--- src/rtl/x_conv_pkg.sv ---
// x_conv_pkg: shared types and constants for the x_conv frame scheduler.
//   sched_state_t  : scheduler FSM state encoding
//   filter_t       : 3x3 filter of 5-bit two's-complement coefficients, [row][col]
//   SOBEL_X_BASE   : Sobel-X kernel with unit brightness
//   BRIGHT_MIN/MAX : legal range of the middle-row scale
//   clamp_bright   : maps the raw 4-bit brightness into BRIGHT_MIN..BRIGHT_MAX
//   sobel_x_scaled : Sobel-X kernel with the middle row scaled by brightness
package x_conv_pkg;

    typedef enum logic [2:0] {
        SCHED_IDLE   = 3'd0,
        SCHED_LOAD   = 3'd1,
        SCHED_ISSUE  = 3'd2,
        SCHED_SETTLE = 3'd3,
        SCHED_WAIT   = 3'd4,
        SCHED_OUT    = 3'd5,
        SCHED_DONE   = 3'd6
    } sched_state_t;

    typedef logic [2:0][2:0][4:0] filter_t;

    localparam int BRIGHT_MIN = 1;
    localparam int BRIGHT_MAX = 7;

    // Rows are {1,0,-1}, {2,0,-2}, {1,0,-1}; element [r][0] is the leftmost tap.
    localparam filter_t SOBEL_X_BASE = {
        {5'b11111, 5'b00000, 5'b00001},
        {5'b11110, 5'b00000, 5'b00010},
        {5'b11111, 5'b00000, 5'b00001}
    };

    function automatic logic [2:0] clamp_bright(input logic [3:0] raw);
        if (raw < 4'(BRIGHT_MIN)) begin
            return 3'(BRIGHT_MIN);
        end
        if (raw > 4'(BRIGHT_MAX)) begin
            return 3'(BRIGHT_MAX);
        end
        return raw[2:0];
    endfunction

    // 2*b is at most 14, so +/-2*b always fits in 5-bit two's complement.
    function automatic filter_t sobel_x_scaled(input logic [2:0] b);
        filter_t    f;
        logic [4:0] two_b;
        f       = SOBEL_X_BASE;
        two_b   = {1'b0, b, 1'b0};
        f[1][0] = two_b;
        f[1][2] = 5'd0 - two_b;
        return f;
    endfunction

endpackage

--- src/rtl/conv_window_counter.sv ---
// conv_window_counter: raster-order window position counter.
//   Steps col by STRIDE until the next window would not fit, then wraps col
//   and steps row. Only full 3x3 windows are ever produced.
// Ports:
//   clk, n_rst : clock, async active-low reset
//   clear      : restart at window (0,0)
//   advance    : move to the next window (ignored on the last window)
//   row, col   : top-left corner of the current window
//   last       : current window is the final one of the frame
module conv_window_counter
    import x_conv_pkg::*;
#(
    parameter int IMG_WIDTH  = 9,
    parameter int IMG_HEIGHT = 9,
    parameter int STRIDE     = 3,
    localparam int RW = $clog2(IMG_HEIGHT),
    localparam int CW = $clog2(IMG_WIDTH)
) (
    input  logic          clk,
    input  logic          n_rst,
    input  logic          clear,
    input  logic          advance,
    output logic [RW-1:0] row,
    output logic [CW-1:0] col,
    output logic          last
);

    logic col_end;
    logic row_end;

    // A step fits only if the window starting there still ends inside the image.
    assign col_end = (int'(col) + STRIDE + 3) > IMG_WIDTH;
    assign row_end = (int'(row) + STRIDE + 3) > IMG_HEIGHT;
    assign last    = col_end && row_end;

    always_ff @(posedge clk or negedge n_rst) begin
        if (!n_rst) begin
            row <= '0;
            col <= '0;
        end else if (clear) begin
            row <= '0;
            col <= '0;
        end else if (advance && !last) begin
            if (col_end) begin
                col <= '0;
                row <= RW'(int'(row) + STRIDE);
            end else begin
                col <= CW'(int'(col) + STRIDE);
            end
        end
    end

endmodule

--- src/rtl/x_conv_sched.sv ---
// x_conv_sched: walks the x_conv datapath over one image frame, one 3x3
// window at a time in raster order, and forwards each result downstream.
// Optional feature macro: X_CONV_SCHED_TIMEOUT_EN (WAIT timeout + timeout_err).
// Ports:
//   clk, n_rst           : clock, async active-low reset
//   start, brightness    : frame start (IDLE only), middle-row scale latched on start
//   busy                 : frame in progress (LOAD..OUT)
//   win_row, win_col     : current window address to the pixel buffer
//   calc_enable, filter  : one-cycle compute strobe and coefficients to x_conv
//   calc_done, conv      : x_conv completion and result
//   result_valid/ready   : downstream handshake
//   result_data/row/col  : captured conv and its window tag
//   frame_done           : one-cycle pulse after the last result is taken
//   timeout_err          : sticky WAIT timeout flag (macro builds only)
//
// state  | meaning
// IDLE   | waiting for start
// LOAD   | pixel buffer fetches the window at win_row/win_col
// ISSUE  | calc_enable pulse
// SETTLE | one dead cycle so a stale calc_done level is not taken
// WAIT   | waiting for calc_done (or timeout), captures the result
// OUT    | result_valid held until result_ready
// DONE   | frame_done pulse
module x_conv_sched
    import x_conv_pkg::*;
#(
    parameter int IMG_WIDTH  = 9,
    parameter int IMG_HEIGHT = 9,
    parameter int STRIDE     = 3,
    parameter int TIMEOUT    = 16,
    localparam int RW = $clog2(IMG_HEIGHT),
    localparam int CW = $clog2(IMG_WIDTH)
) (
    input  logic                  clk,
    input  logic                  n_rst,
    input  logic                  start,
    input  logic [3:0]            brightness,
    output logic                  busy,
    output logic [RW-1:0]         win_row,
    output logic [CW-1:0]         win_col,
    output logic                  calc_enable,
    output logic [2:0][2:0][4:0]  filter,
    input  logic                  calc_done,
    input  logic [9:0]            conv,
    output logic                  result_valid,
    input  logic                  result_ready,
    output logic [9:0]            result_data,
    output logic [RW-1:0]         result_row,
    output logic [CW-1:0]         result_col,
`ifdef X_CONV_SCHED_TIMEOUT_EN
    output logic                  timeout_err,
`endif
    output logic                  frame_done
);

    if (IMG_WIDTH < 3 || IMG_HEIGHT < 3 || STRIDE < 1 || TIMEOUT < 1) begin : g_bad_params
        $error("x_conv_sched: illegal parameter value");
    end

    localparam logic [2:0] S_IDLE   = SCHED_IDLE;
    localparam logic [2:0] S_LOAD   = SCHED_LOAD;
    localparam logic [2:0] S_ISSUE  = SCHED_ISSUE;
    localparam logic [2:0] S_SETTLE = SCHED_SETTLE;
    localparam logic [2:0] S_WAIT   = SCHED_WAIT;
    localparam logic [2:0] S_OUT    = SCHED_OUT;
    localparam logic [2:0] S_DONE   = SCHED_DONE;

    logic [2:0] state;
    logic [2:0] state_nxt;
    logic [2:0] bright_q;
    logic       start_acc;
    logic       win_adv;
    logic       win_last;
    logic       wait_expired;

    assign start_acc = (state == S_IDLE) && start;
    assign win_adv   = (state == S_OUT) && result_ready;

    conv_window_counter #(
        .IMG_WIDTH  (IMG_WIDTH),
        .IMG_HEIGHT (IMG_HEIGHT),
        .STRIDE     (STRIDE)
    ) u_win (
        .clk     (clk),
        .n_rst   (n_rst),
        .clear   (start_acc),
        .advance (win_adv),
        .row     (win_row),
        .col     (win_col),
        .last    (win_last)
    );

`ifdef X_CONV_SCHED_TIMEOUT_EN
    localparam int TW = $clog2(TIMEOUT + 1);
    logic [TW-1:0] tmo_cnt;

    // Loaded in SETTLE so WAIT sees TIMEOUT-1 down to 0: exactly TIMEOUT WAIT cycles.
    always_ff @(posedge clk or negedge n_rst) begin
        if (!n_rst) begin
            tmo_cnt <= '0;
        end else if (state == S_SETTLE) begin
            tmo_cnt <= TW'(TIMEOUT - 1);
        end else if (state == S_WAIT && tmo_cnt != '0) begin
            tmo_cnt <= tmo_cnt - 1'b1;
        end
    end

    assign wait_expired = (state == S_WAIT) && !calc_done && (tmo_cnt == '0);

    always_ff @(posedge clk or negedge n_rst) begin
        if (!n_rst) begin
            timeout_err <= 1'b0;
        end else if (start_acc) begin
            timeout_err <= 1'b0;
        end else if (wait_expired) begin
            timeout_err <= 1'b1;
        end
    end
`else
    assign wait_expired = 1'b0;
`endif

    always_comb begin
        state_nxt = state;
        case (state)
            S_IDLE:   if (start) state_nxt = S_LOAD;
            S_LOAD:   state_nxt = S_ISSUE;
            S_ISSUE:  state_nxt = S_SETTLE;
            S_SETTLE: state_nxt = S_WAIT;
            S_WAIT:   if (calc_done || wait_expired) state_nxt = S_OUT;
            S_OUT:    if (result_ready) state_nxt = win_last ? S_DONE : S_LOAD;
            S_DONE:   state_nxt = S_IDLE;
            default:  state_nxt = S_IDLE;
        endcase
    end

    always_ff @(posedge clk or negedge n_rst) begin
        if (!n_rst) begin
            state <= S_IDLE;
        end else begin
            state <= state_nxt;
        end
    end

    always_ff @(posedge clk or negedge n_rst) begin
        if (!n_rst) begin
            bright_q <= 3'(BRIGHT_MIN);
        end else if (start_acc) begin
            bright_q <= clamp_bright(brightness);
        end
    end

    always_ff @(posedge clk or negedge n_rst) begin
        if (!n_rst) begin
            result_data <= '0;
            result_row  <= '0;
            result_col  <= '0;
        end else if (state == S_WAIT && calc_done) begin
            result_data <= conv;
            result_row  <= win_row;
            result_col  <= win_col;
        end else if (wait_expired) begin
            result_data <= '0;
            result_row  <= win_row;
            result_col  <= win_col;
        end
    end

    assign filter       = sobel_x_scaled(bright_q);
    assign busy         = (state != S_IDLE) && (state != S_DONE);
    assign calc_enable  = (state == S_ISSUE);
    assign result_valid = (state == S_OUT);
    assign frame_done   = (state == S_DONE);

endmodule

--- config.mk ---
export PLATFORM = sky130hd
export DESIGN_NAME = x_conv_sched
export DESIGN_NICKNAME = d
export VERILOG_FILES = /design/src/rtl/x_conv_pkg.sv /design/src/rtl/conv_window_counter.sv /design/src/rtl/x_conv_sched.sv
export SDC_FILE = /design/constraint.sdc
export NUM_CORES = 1
export LEC_CHECK = 0
export BUFFER_PORTS_ARGS = -buffer_cell sky130_fd_sc_hd__buf_2
export CAP_MARGIN = 20
export CORE_UTILIZATION = 44
export CTS_CLUSTER_SIZE = 12
export DETAILED_ROUTE_END_ITERATION = 7
export PLACE_DENSITY_LB_ADDON = 0.3
export SYNTH_ARGS = -nofsm -noshare
export SYNTH_HDL_FRONTEND = slang
export SYNTH_HIERARCHICAL = 1
export SYNTH_SLANG_ARGS = --single-unit
--- constraint.sdc ---
create_clock -name clk -period 3.25 [get_ports clk]
set_input_delay 0.325 -clock clk [delete_from_list [all_inputs] [get_ports clk]]
set_output_delay 0.325 -clock clk [all_outputs]
set_load 0.01 [all_outputs]
==> results list, run 1 <==
* Hold-fix buffers, CTS: 0
- TritonCTS clock tree: yes
- In this run the clock root is driven by a sky130_fd_sc_hd__clkbuf_8.
- The hold violation count in the final report was 0.
- The most critical setup path has its endpoint at state[0].
* Area occupied by registers: 802 um^2
* # IOs: 94
- After the first detailed-routing iteration, the DRC count stood at 67.
- Detailed placer's ending HPWL: 2750 um
- Maximum number of pins on one net before global-route repair: 33
- Die width: 71.6 um
- Signed area change from the synthesized netlist to the final layout: 10.5%
- EDFF count, synth: 0
* Power Dens Cells: 845 mW/mm^2
- At the placement stage, the worst setup path has a slack of 534 ps.
- Part of the total power dissipated in combinational logic: 0.494
- After clock tree synthesis, the clock-pin slew on the worst setup and hold paths is 60 ps.
* Setup slack, reg-to-reg: 550 ps
* RSZ-0062 raised after global routing: false
- Using the TritonRoute via totals, the vias-per-cell ratio works out to 4.88.
* Routability congestion estimate: 0.772
- Buffers added to address setup during post-CTS repair amount to 0.
- Leading cell types by count after synthesis: sky130_fd_sc_hd__buf_4, sky130_fd_sc_hd__dfrtp_1, sky130_fd_sc_hd__nor2_1
- Of the available clock period, the critical path in the final layout requires 0.832.
- Psw: 0.828 mW
- Clk_skew: 3.77 ps
- Counting flops and latches in the post-synthesis netlist gives 32.
- The average instance in the mapped netlist occupies 10.2 um^2.
- Cell internal power was estimated by the tool at 1.16 mW.
- The share of total power dissipated in sequential elements is 0.364.
- After detailed routing, the average wire length per cell comes to 11.9 um.
- By area the synthesized netlist is led by sky130_fd_sc_hd__dfrtp_1, sky130_fd_sc_hd__buf_4, sky130_fd_sc_hd__ha_1.
- Subtracting the final worst setup slack from the clock period gives 2700 ps.
- Antenna fix cells: 0
- Summing all placed instances gives a cell area of 0.00227 mm^2.
- The worst hold path belongs to the class primary input to async pin.
- For this run, the number of Yosys warnings is 6.
- The final-report max-slew violation count was 0.
* Vert. Die Dim: 71.6 um
- Total number of nets in the final design: 293
* Share of total power in the clock network: 0.142
- Worst Setup End Kind: flop
* Max-Cap Viols: 0
- Wire length of the first global-routing pass: 6360 um
- For this block, the routed nets add up to 3770 um of wire.
- The design draws 1.99 mW.
- The endpoint identified for the worst register-to-register timing path is state[0].
- Counting cells, the worst reg-to-reg path comes to 10.
* Worst-path fanout max: 11
- Initial core utilization: 0.473
- Static timing analysis puts the maximum clock frequency at 370 MHz.
- Number of resized instances in the post-cts repair step: 0
- Yosys instantiated no cell more often than sky130_fd_sc_hd__buf_4.
- In the post-route analysis, the smallest setup slack over all paths is 547 ps.
- Global route overflow: 0
- Relative slew slack: 0.527
- The routed layout has 1543 vias.
- Area share of the largest cell type after synthesis: 0.364
- Setup violations remaining at the end of the flow were counted as 0.
- Synthesis instantiated 48 different standard cells from the library.
* Start point of the critical path: u_win/row[0]
- For the worst setup path, the data required time is 3410 ps.
* Deepest clock path buffer count: 2
- Mapped Cells: 210
- Placed Cells: 308
- For the final routed database, the setup TNS stands at 0 ps.
* Filler Cell Count: 433
- Overall global routing resource usage: 0.161
- Share of cells above drive strength 1: 0.318
- The initial antenna violation count was 0.
- Sequential cell area fraction in the yosys report: 0.376
* Drt first pass iters: 4
- The biggest area contributor in the post-synthesis netlist is sky130_fd_sc_hd__dfrtp_1.
- Run status: complete, no violations
- The cell area that synthesis handed to floorplanning was 0.00213 mm^2.
* Maximum vdd drop: 0.357 mV
* CP Data Arrival Time: 2860 ps
- Finished Layout Cells: 316
- Fin area: 0.00236 mm^2
* Number of DRC violations after detailed routing: 0
- CP Class: flop to flop
- During placement, the flow inserted port buffers numbering 55.
- The core region is 0.00450 mm^2.
* Clock Latency Late Sink: 270 ps
- Vias in the first global route: 1439
- After synthesis, the share of flip-flops with an asynchronous set or reset is 1.00.
- The startpoint identified for the worst register-to-register timing path is u_win/row[0].
* Die area: 0.00513 mm^2
* Area occupied by multi-input gates: 0.00108 mm^2
- Of the total power, the share spent switching nets is 0.416.
- Cts bufs inserted: 5
* Rows: 24
- Dominant synthesized flop cell: sky130_fd_sc_hd__dfrtp_1
* Share of the core filled with cells: 0.523
- Leakage power of the design: 1.21 nW
* Slew at the pin closest to its max-slew limit: 710 ps
- On the final layout, the worst hold slack is 97.6 ps.
* Critical Path Start Type: flop
- In this run the remaining antenna-violating nets after routing total 0.
* Number of H-tree branching levels: 2
- For this design, the sink count on the clock tree is 32.
[metal layers]
metal | part of all wire | GRT usage
met1 | 0.43 | 0.192
met2 | 0.51 | 0.271
met3 | 0.051 | 0.0577
met4 | 0.0064 | 0.0479
met5 | 0 | 0
[cell type report]
class	count	area share
Sequential cell	32	0.340
Timing Repair Buffer	57	0.123
Multi-Input combinational cell	157	0.458
Clock inverter	1	0.00212
Inverter	10	0.0159
Clock buffer	7	0.0324
Tap cell	52	0.0276
[cells by family (layout without fill, tap and decap cells)]
logic type	after synthesis	after routing	synth area share
compound gates	34	34	0.109
simple gates	46	46	0.127
other cells	2	38	0.00352
flops	32	32	0.376
mux	21	21	0.111
fa+ha+maj	11	11	0.0646
xor+xnor	7	7	0.0288
buf+inv	57	75	0.181
[state kept, by name, indices dropped and copies added, names as in the netlist]
name and flops:
u_win/col 4, result_row 4, bright_q 3, result_col 4, state 3, u_win/row 4
result_data 10
[cells in the final DEF, fill, tap and decap left out, types with 3 or more instances in the layout]
cell type and count:
sky130_fd_sc_hd__buf_2 55, sky130_fd_sc_hd__nor2b_1 3, sky130_fd_sc_hd__nand2_1 7, sky130_fd_sc_hd__dfrtp_1 31, sky130_fd_sc_hd__ha_1 11, sky130_fd_sc_hd__xnor2_1 5, sky130_fd_sc_hd__nor2_1 16, sky130_fd_sc_hd__mux2_1 9
sky130_fd_sc_hd__a21oi_1 8, sky130_fd_sc_hd__mux2_2 12, sky130_fd_sc_hd__o31ai_1 3, sky130_fd_sc_hd__conb_1 38, sky130_fd_sc_hd__inv_1 10, sky130_fd_sc_hd__o21ai_0 7, sky130_fd_sc_hd__clkbuf_8 5
[worst min path at each step]
| stage | start | to | depth (start not counted) |
|---|---|---|---|
| floorplan | n_rst | bright_q[1] | 0 |
| global placement | n_rst | u_win/row[3] | 1 |
| detailed placement | n_rst | u_win/row[3] | 1 |
| CTS | n_rst | u_win/row[3] | 1 |
| global route | n_rst | result_row[3] | 1 |
| finish | n_rst | u_win/row[3] | 1 |
[power by group through the flow]
stage / logic [mW] / clock network (mW) / registers (mW)
5_1_grt: 1.11 / 0.320 / 0.756
2_1_floorplan: 0.723 / 0 / 0.740
3_3_place_gp: 0.972 / 0 / 0.721
3_5_place_dp: 0.988 / 0 / 0.733
4_1_cts: 0.993 / 0.297 / 0.728
6_report: 0.984 / 0.282 / 0.724
[critical path, cell delays in order, from the launching register on]
cell                       delay [ps]
sky130_fd_sc_hd__dfrtp_1          520
sky130_fd_sc_hd__inv_1            130
sky130_fd_sc_hd__ha_1             310
sky130_fd_sc_hd__or2_0            250
sky130_fd_sc_hd__a32o_1           260
sky130_fd_sc_hd__or2_2            280
sky130_fd_sc_hd__o211ai_2         270
sky130_fd_sc_hd__nand2b_2         140
sky130_fd_sc_hd__inv_1            110
sky130_fd_sc_hd__nand2_1           60
sky130_fd_sc_hd__a211o_1          280
Power figures use the tool's default switching activity.
==> run 2, diff against run 1 <==
clock period = 2.8 ns   (was 3.25 ns; I/O delays follow)
==> run 2 against run 1 <==
Sequential cell count did not move; cell area rose by 2.7%; final cell count rose by 1.6%; combinational power rose by 26%; register-to-register slack got worse by 210 ps; routed wire length fell by 0.32%; critical endpoint unchanged; highest routed layer unchanged.
==> results list, run 2 (synthesized netlist as in run 1, its figures left out) <==
- The number of placement rows came to 24 (unchanged).
* Initial core utilization: 0.473 (unchanged)
* Via Count: 1574 (was 1543)
* Deepest clock path buffer count: 2 (unchanged)
* Final count of hold timing violations: 0 (unchanged)
- Die area: 0.00513 mm^2 (unchanged)
- Clock Latency Late Sink: 280 ps (was 270 ps)
- The critical path required time came to 2960 ps (was 3410 ps).
* Finish-stage setup viols: 0 (unchanged)
- The setup TNS was 0 ps (unchanged).
* Leading cell types in the layout, fill and taps excluded: sky130_fd_sc_hd__buf_2, sky130_fd_sc_hd__conb_1, sky130_fd_sc_hd__dfrtp_1, sky130_fd_sc_hd__nor2_1, sky130_fd_sc_hd__mux2_2 (unchanged)
* TritonCTS clock tree: yes (unchanged)
- Max-slew violation total from the final report: 0 (unchanged)
- The largest register by flop count is result_data (unchanged).
* Number of DRC violations after detailed routing: 0 (unchanged)
- The total wire length came to 3760 um (was 3770 um).
- The total CTS buffers came to 5 (unchanged).
- The relative area change from synthesis to final layout was 13.5% (was 10.5%).
- Kind of path behind the tightest hold check: primary input to async pin (unchanged)
* Die width: 71.6 um (unchanged)
- The power density relative to cell area was 1010 mW/mm^2 (was 845 mW/mm^2).
* Vert. Die Dim: 71.6 um (unchanged)
* Via-to-Cell Ratio: 4.90 (was 4.88)
- Run status: complete, no violations (unchanged).
- Clk_skew: 4.75 ps (was 3.77 ps)
* Worst setup timing slack at the placement stage: 321 ps (was 534 ps)
- The CTS root buffer is sky130_fd_sc_hd__clkbuf_8 (unchanged).
* Routed WL per cell: 11.7 um (was 11.9 um)
- The count of instances resized after the clock tree is built came to 0 (unchanged).
* Wire length of the first global-routing pass: 6400 um (was 6360 um)
- The maximum single-stage delay on the critical path is 340 ps (was 520 ps).
- The most common cell type on the critical path was sky130_fd_sc_hd__inv_1 (unchanged).
- The utilization after layout is 0.537 (was 0.523).
- Initial antenna violation count: 0 (unchanged)
* Routability congestion estimate: 0.912 (was 0.772)
- Total number of nets in the final design: 298 (was 293)
- The post-route worst setup slack came to 335 ps (was 547 ps).
- The flip-flop count of the largest register, all copies and words added is 10 (unchanged).
* Global route overflow: 0 (unchanged)
- CP Data Arrival Time: 2630 ps (was 2860 ps)
- The placeable core area came to 0.00450 mm^2 (unchanged).
* Fmax: 406 MHz (was 370 MHz)
- The half-perimeter wire length of the detailed placement result came to 2800 um (was 2750 um).
- The number of max-cap violations came to 0 (unchanged).
* Drt first pass iters: 4 (unchanged)
* Vias in the first global route: 1498 (was 1439)
* Critical Path Start Type: flop (unchanged)
- The largest net degree at the start of global routing is 33 (unchanged).
- The share of cells above drive strength 1 was 0.335 (was 0.318).
- Number of buffers inserted by port buffering: 55 (unchanged)
* Leakage power of the design: 1.25 nW (was 1.21 nW)
- RSZ-0062 raised after global routing: false (unchanged).
- Overall global routing resource usage: 0.159 (was 0.161)
- The clock-pin slew of the registers on the worst-case setup and hold paths was 70 ps (was 60 ps).
- Hold-fix buffers, CTS: 0 (unchanged)
- Maximum vdd drop: 0.524 mV (was 0.357 mV)
- Post-route fraction of the period consumed by the critical path: 0.880 (was 0.832)
* Violation count after the first detailed-routing iteration: 39 (was 67)
- Post CTS Setup Buffer Count: 0 (unchanged)
- The endpoint class of the critical path was a flop (unchanged).
- Worst-path fanout max: 8 (was 11)
- The remaining antenna violation count is 0 (unchanged).
- Slew at the pin closest to its max-slew limit: 695 ps (was 710 ps)
- The relative slew slack came to 0.537 (was 0.527).
- The total number of H-tree levels came to 2 (unchanged).
- CP Class: flop to flop (unchanged)
- # IOs: 94 (unchanged)
- Most common library cell in the layout ignoring fill and taps: sky130_fd_sc_hd__buf_2 (unchanged)
* Start point of the critical path: u_win/row[0] (unchanged)
- The post-layout minimum cycle time came to 2470 ps (was 2700 ps).
- The number of sinks handled by clock tree synthesis was 32 (unchanged).
* Standard cell with the maximum stage delay on the critical path: sky130_fd_sc_hd__dfrtp_1 (unchanged)
- Ordered cell list for the critical path: inv_1 > ha_1 > or2_0 > a32o_1 > or2_2 > o211ai_2 > nand2b_2 > inv_1 > nand2_1 > a211o_1 (unchanged)
- Antenna fix cells: 0 (unchanged)
* Reg-to-Reg Start: u_win/row[0] (unchanged)
run 2: cell count changes in the layout (fill, tap and decap cells not counted):
cell	delta
sky130_fd_sc_hd__bufinv_16	+1
sky130_fd_sc_hd__buf_4	+5
sky130_fd_sc_hd__clkbuf_1	-1
run 2: per-stage QoR:
stage          power, mW  instances  area (um^2)  hold WS [ps]
4_1_cts             2.48        321         2420          73.1
5_1_grt             2.66        321         2420           119
3_3_place_gp        2.02        313         2310           378
2_1_floorplan       1.70        246         2270         -15.6
6_report            2.46        321         2420          42.7
3_5_place_dp        2.05        313         2310           371
run 2: report_power, final:
group	internal (mW)	switching [mW]	total (mW)
registers	0.646	0.148	0.794
clock network	0.264	0.162	0.426
logic	0.562	0.673	1.24
total	1.47	0.983	2.46
run 2: routing by layer:
metal / GRT usage / wire [um] / up-vias / share of wire
li1: - / - / 756 / -
met1: 0.189 / 1620 / 751 / 0.43
met2: 0.280 / 1900 / 62 / 0.50
met3: 0.0422 / 215 / 5 / 0.057
met4: 0.0501 / 25 / 0 / 0.0066
met5: 0 / 0 / - / 0
run 2: path summary, 6_finish.rpt:
kind | to | slack, ps | depth (start not counted)
min in group clk | result_data[7] | 220 | 2
hold reg to reg | result_data[6] | 480 | 1
setup / recovery | state[0] | 330 | 10
max in group asynchronous | result_row[0] | 2300 | 1
hold / removal | result_row[3] | 40 | 1
setup reg to reg | state[0] | 330 | 10
run 2: final cells by class:
cell class / count / area, um^2
inverter: 10 / 37.5
clock inverter: 2 / 35.0
clock buffer: 6 / 72.6
fill: 418 / 2080
tap: 52 / 65.1
multi-input combinational: 157 / 1080
sequential: 32 / 802
timing repair buffer: 62 / 328
run 2: critical path, delay by kind of cell, from the launching register on:
| family | cells | cell delay [ps] |
|---|---|---|
| and+or+nand+nor | 4 | 730 |
| AOI/OAI and AO/OA | 3 | 800 |
| adders and majority gates | 1 | 300 |
| buffers and inverters | 2 | 180 |
| DFF | 1 | 340 |
